--- src/rtl/dot_accumulate.sv ---
// dot_accumulate: sums groups of LEN signed products into a saturating
// ACC_WIDTH accumulator and emits each dot product as a one-cycle pulse.
//
// Stream protocol: there is no ready. A product is consumed on every rising
// edge where in_valid is high and in_clear and reset are low. out_valid is a
// single-cycle strobe that qualifies a freshly updated out_S/out_ovf pair,
// and those two stay unchanged until the next strobe.
module dot_accumulate #(
   parameter int P_WIDTH   = 32,
   parameter int ACC_WIDTH = 40,
   parameter int LEN       = 8
) (
   input  logic                 clk,
   input  logic                 reset,
   input  logic                 in_valid,
   input  logic [P_WIDTH-1:0]   in_P,
   input  logic                 in_clear,
   output logic                 out_valid,
   output logic [ACC_WIDTH-1:0] out_S,
   output logic                 out_ovf,
   output logic                 busy
);

   localparam int CW = (LEN > 1) ? $clog2(LEN) : 1;
   localparam logic [CW-1:0] LAST = CW'(LEN - 1);
   localparam logic [ACC_WIDTH-1:0] ACC_MAX = {1'b0, {(ACC_WIDTH-1){1'b1}}};
   localparam logic [ACC_WIDTH-1:0] ACC_MIN = {1'b1, {(ACC_WIDTH-1){1'b0}}};

   logic [CW-1:0]        cnt;
   logic [ACC_WIDTH-1:0] acc;
   logic                 ovf_s;

   logic [ACC_WIDTH-1:0] p_ext;
   logic [ACC_WIDTH-1:0] sum;
   logic                 add_ovf;
   logic                 first;
   logic                 last;
   logic [ACC_WIDTH-1:0] next_val;
   logic                 next_ovf;

   // Sign-extend the incoming product to accumulator width.
   generate
      if (ACC_WIDTH > P_WIDTH) begin : g_ext
         assign p_ext = {{(ACC_WIDTH-P_WIDTH){in_P[P_WIDTH-1]}}, in_P};
      end else begin : g_noext
         assign p_ext = in_P;
      end
   endgenerate

   // Saturating add: overflow only when both operands share a sign and the
   // raw sum's sign differs; clamp toward the operands' sign.
   always_comb begin
      sum      = acc + p_ext;
      add_ovf  = (acc[ACC_WIDTH-1] == p_ext[ACC_WIDTH-1]) &&
                 (sum[ACC_WIDTH-1] != acc[ACC_WIDTH-1]);
      first    = (cnt == '0);
      last     = (cnt == LAST);
      next_val = sum;
      next_ovf = ovf_s | add_ovf;
      if (first) begin
         // A group starts fresh from the product itself, never saturating.
         next_val = p_ext;
         next_ovf = 1'b0;
      end else if (add_ovf) begin
         next_val = acc[ACC_WIDTH-1] ? ACC_MIN : ACC_MAX;
      end
   end

   // Group counter, partial sum, sticky flag and registered result outputs.
   always_ff @(posedge clk) begin
      if (reset) begin
         cnt       <= '0;
         acc       <= '0;
         ovf_s     <= 1'b0;
         out_valid <= 1'b0;
         out_S     <= '0;
         out_ovf   <= 1'b0;
      end else begin
         out_valid <= 1'b0;
         if (in_clear) begin
            cnt   <= '0;
            acc   <= '0;
            ovf_s <= 1'b0;
         end else if (in_valid) begin
            acc   <= next_val;
            ovf_s <= next_ovf;
            if (last) begin
               cnt       <= '0;
               out_S     <= next_val;
               out_ovf   <= next_ovf;
               out_valid <= 1'b1;
            end else begin
               cnt <= cnt + 1'b1;
            end
         end
      end
   end

   // busy follows the registered count, so it falls on the out_valid edge.
   assign busy = (cnt != '0);

endmodule

--- config.mk ---
export PLATFORM = sky130hd
export DESIGN_NAME = dot_accumulate
export DESIGN_NICKNAME = d
export VERILOG_FILES = /design/src/rtl/dot_accumulate.sv
export SDC_FILE = /design/constraint.sdc
export NUM_CORES = 1
export LEC_CHECK = 0
export BUFFER_PORTS_ARGS = -buffer_cell sky130_fd_sc_hd__buf_2
export CAP_MARGIN = 20
export CORE_UTILIZATION = 41
export DETAILED_ROUTE_END_ITERATION = 10
export PLACE_DENSITY = 0.74
export RECOVER_POWER = 100
export SLEW_MARGIN = 20
export SYNTH_ARGS = -nofsm -noshare
export SYNTH_HDL_FRONTEND = slang
export SYNTH_SLANG_ARGS = --single-unit
--- constraint.sdc ---
create_clock -name clk -period 2.7 [get_ports clk]
set_clock_uncertainty 0.05 [all_clocks]
set_input_delay 0.405 -clock clk [delete_from_list [all_inputs] [get_ports clk]]
set_output_delay 0.405 -clock clk [all_outputs]
set_load 0.01 [all_outputs]
==> results.sh <==
export IMPL_worstMarginPinSlew_ns=0.650
export IMPL_max_vdd_ir_drop_v=0.000337
export IMPL_setup_viol=8
export IMPL_dp_hpwl_mm=13.7
export IMPL_fin_cells=1109
export IMPL_globalplace_congestion=0.955
export IMPL_crit_type="flip-flop to flip-flop"
export IMPL_synth_area_leaders="dfxtp_1, ha_1, a21oi_1"
export IMPL_min_path_cells=3
export IMPL_clockPowerShare=0.349
export IMPL_path_cells="ha_4, a211oi_4, o21ai_2, o2111ai_4, a211oi_4, o21ba_4, o21a_4, nor2_4, buf_6, buf_12, a21oi_4, o31ai_1"
export IMPL_yosys_area_top_type="dfxtp_1"
export IMPL_p_leak_nw=3.57
export IMPL_synth_cells=720
export IMPL_totalWireLength_mm=20.0
export IMPL_drtIter0Drc=467
export IMPL_ios=79
export IMPL_crit_slowest_cell="dfxtp_4"
export IMPL_synthArstFlopShare=0
export IMPL_synth_area_mm2=0.00605
export IMPL_hold_class="input port to flip-flop"
export IMPL_path_max_fanout=7
export IMPL_synth_edf_count=0
export IMPL_port_buffers=78
export IMPL_hold_buffers=0
export IMPL_p_per_area_mw_per_mm2=421
export IMPL_avgSynthCellArea_um2=8.41
export IMPL_status="complete, but fails checks"
export IMPL_dp_cells=1073
export IMPL_synth_seq_cells=86
export IMPL_cp_end_kind="flip-flop"
export IMPL_grt_overflow=0
export IMPL_wire_per_inst_um=18.0
export IMPL_yosysTopAreaCellShare=0.284
export IMPL_max_freq_mhz=366
export IMPL_yosysSeqAreaShare=0.284
export IMPL_grt_pass1_vias=6021
export IMPL_path_common_cell="a211oi_4"
export IMPL_start_kind="flip-flop"
export IMPL_layout_nets=1000
export IMPL_maxCapViolCount=0
export IMPL_synthFlopType="dfxtp_1"
export IMPL_dpl_cell_area_mm2=0.00755
export IMPL_fin_ws_ns=-0.0339
export IMPL_dieArea_mm2=0.0153
export IMPL_seqPwrFrac=0.362
export IMPL_grt_max_degree=43
export IMPL_viasPerCell=5.83
export IMPL_first_pass_iters=5
export IMPL_ant_nets=0
export IMPL_htreeDepth=3
export IMPL_drc=0
export IMPL_hold_viol=0
export IMPL_final_area_mm2=0.00867
export IMPL_grt_util_all_layers=0.253
export IMPL_fin_util=0.599
export IMPL_p_sw_frac=0.313
export IMPL_syn_nets=799
export IMPL_final_common_cell="buf_4"
export IMPL_rsz0062_at_grt="yes"
export IMPL_cts_clk_slew_worst_paths_ns=0.07
export IMPL_combPwrFrac=0.289
export IMPL_p_sw_w=0.00114
export IMPL_r2r_worst_path_cells=12
export IMPL_grt_pass1_wl_mm=29.8
export IMPL_maxSlewHeadroom=0.566
export IMPL_die_w_um=123
export IMPL_final_cell_mix="buf_4, dfxtp_1, nor2_1"
export IMPL_power_internal_w=0.00251
export IMPL_cts_tree="done"
export IMPL_numCtsBuffers=9
export IMPL_violations="setup timing"
export IMPL_vias=6462
export IMPL_required_ns=2.90
export IMPL_yosysUniqueCellTypes=75
export IMPL_cp_arrival_ns=2.94
export IMPL_setup_tns_ns=-0.0973
export IMPL_synthToLayoutAreaGrowth_pct=43.2
export IMPL_core_mm2=0.0145
export IMPL_ctsLongestPathBuffers=2
export IMPL_period_share=1.01
export IMPL_dieHeight_um=123
export IMPL_clk_insertion_delay_late_ns=0.36
export IMPL_final_max_slew_violation_count=0
export IMPL_period_needed_ns=2.73
export IMPL_yosysWarnings=0
export IMPL_clock_sinks=86
export IMPL_max_stage_delay_ns=0.36
export IMPL_cts_root_buffer="clkbuf_16"
export IMPL_insertedDiodeCount=0
export IMPL_start_util=0.418
export IMPL_fp_row_count=44
export IMPL_antenna_found_initial=0
export IMPL_drive_above_1_share=0.394
worst paths after layout:
| kind | startpoint | end | slack [ns] |
|---|---|---|---|
| max reg2reg | acc[1] | acc[16] | -0.03 |
| min reg2reg | out_ovf | out_ovf | 0.39 |
| min | in_P[24] | acc[24] | 0.35 |
| max | acc[1] | acc[16] | -0.03 |
Yosys cell counts (12+ instances only):
library cell	number
ha_1	42
nor3_1	14
xor2_1	16
dfxtp_1	86
nand3b_1	31
xnor2_1	18
o41ai_2	19
inv_1	13
o21ai_0	33
a21o_1	13
nand3_1	14
a21oi_1	63
nand2_1	65
clkbuf_1	27
nor2_1	68
a221o_1	16
o31ai_1	33
a21oi_2	12
sequential cells by signal, indices dropped and copies added (netlist names):
signal,flops
out_valid,1
out_ovf,1
ovf_s,1
out_S,40
acc,40
cnt,3
stage by stage:
stage	power (W)	hold slack, ns	setup slack (ns)
finish	0.00365	0.347	-0.0339
global route	0.00379	0.356	-0.125
CTS	0.00352	0.330	0.000478
detailed placement	0.00220	0.385	-0.444
global placement	0.00219	0.376	-0.411
floorplan	0.00187	0.394	-0.0144
power by group through the flow:
stage | logic, W | clock network [W] | registers (W)
4_1_cts | 0.000908 | 0.00129 | 0.00132
3_5_place_dp | 0.000853 | 0 | 0.00135
3_3_place_gp | 0.000845 | 0 | 0.00135
5_1_grt | 0.00113 | 0.00134 | 0.00133
2_1_floorplan | 0.000528 | 0 | 0.00134
6_report | 0.00105 | 0.00128 | 0.00132
cells by family (layout without fill, tap and decap cells):
logic type / after synthesis / count (layout) / share of synthesized area
buffers and inverters: 61 / 266 / 0.0496
adders and majority gates: 43 / 43 / 0.0901
DFF: 86 / 86 / 0.284
and+or+nand+nor: 235 / 235 / 0.196
AOI/OAI and AO/OA: 259 / 259 / 0.327
xor gates and xnor gates: 34 / 34 / 0.0492
muxes: 2 / 2 / 0.00331
layer usage:
layer  global-route usage  vias up  share of wire
li1                     -     3104              -
met1                0.319     3093           0.43
met2                0.429      219           0.49
met3               0.0470       46          0.048
met4               0.0858        0          0.027
met5                    0        -              0
worst max-delay path: cells and delay by family (launching register included):
| family | cells | cell delay [ns] |
|---|---|---|
| fa+ha+maj | 1 | 0.25 |
| compound gates | 8 | 1.50 |
| flops | 1 | 0.36 |
| buf+inv | 2 | 0.30 |
| simple gates | 1 | 0.17 |
final cells by class:
| type | count | area [µm²] |
|---|---|---|
| clock buffer | 12 | 246 |
| tap | 184 | 230 |
| clock inverter | 3 | 45.0 |
| sequential | 86 | 1740 |
| fill | 1203 | 5810 |
| multi-input combinational | 573 | 4750 |
| timing repair buffer | 237 | 1610 |
| inverter | 14 | 52.6 |
timing repair:
| item | in CTS | in global routing |
|---|---|---|
| pin swaps | 19 | 83 |
| resized for setup | 37 | 102 |
| setup endpoints to repair | 80 | 81 |
| gates cloned | 1 | 1 |
| buffers inserted | 7 | 13 |
No activity file was read; power rests on OpenSTA's default activity.
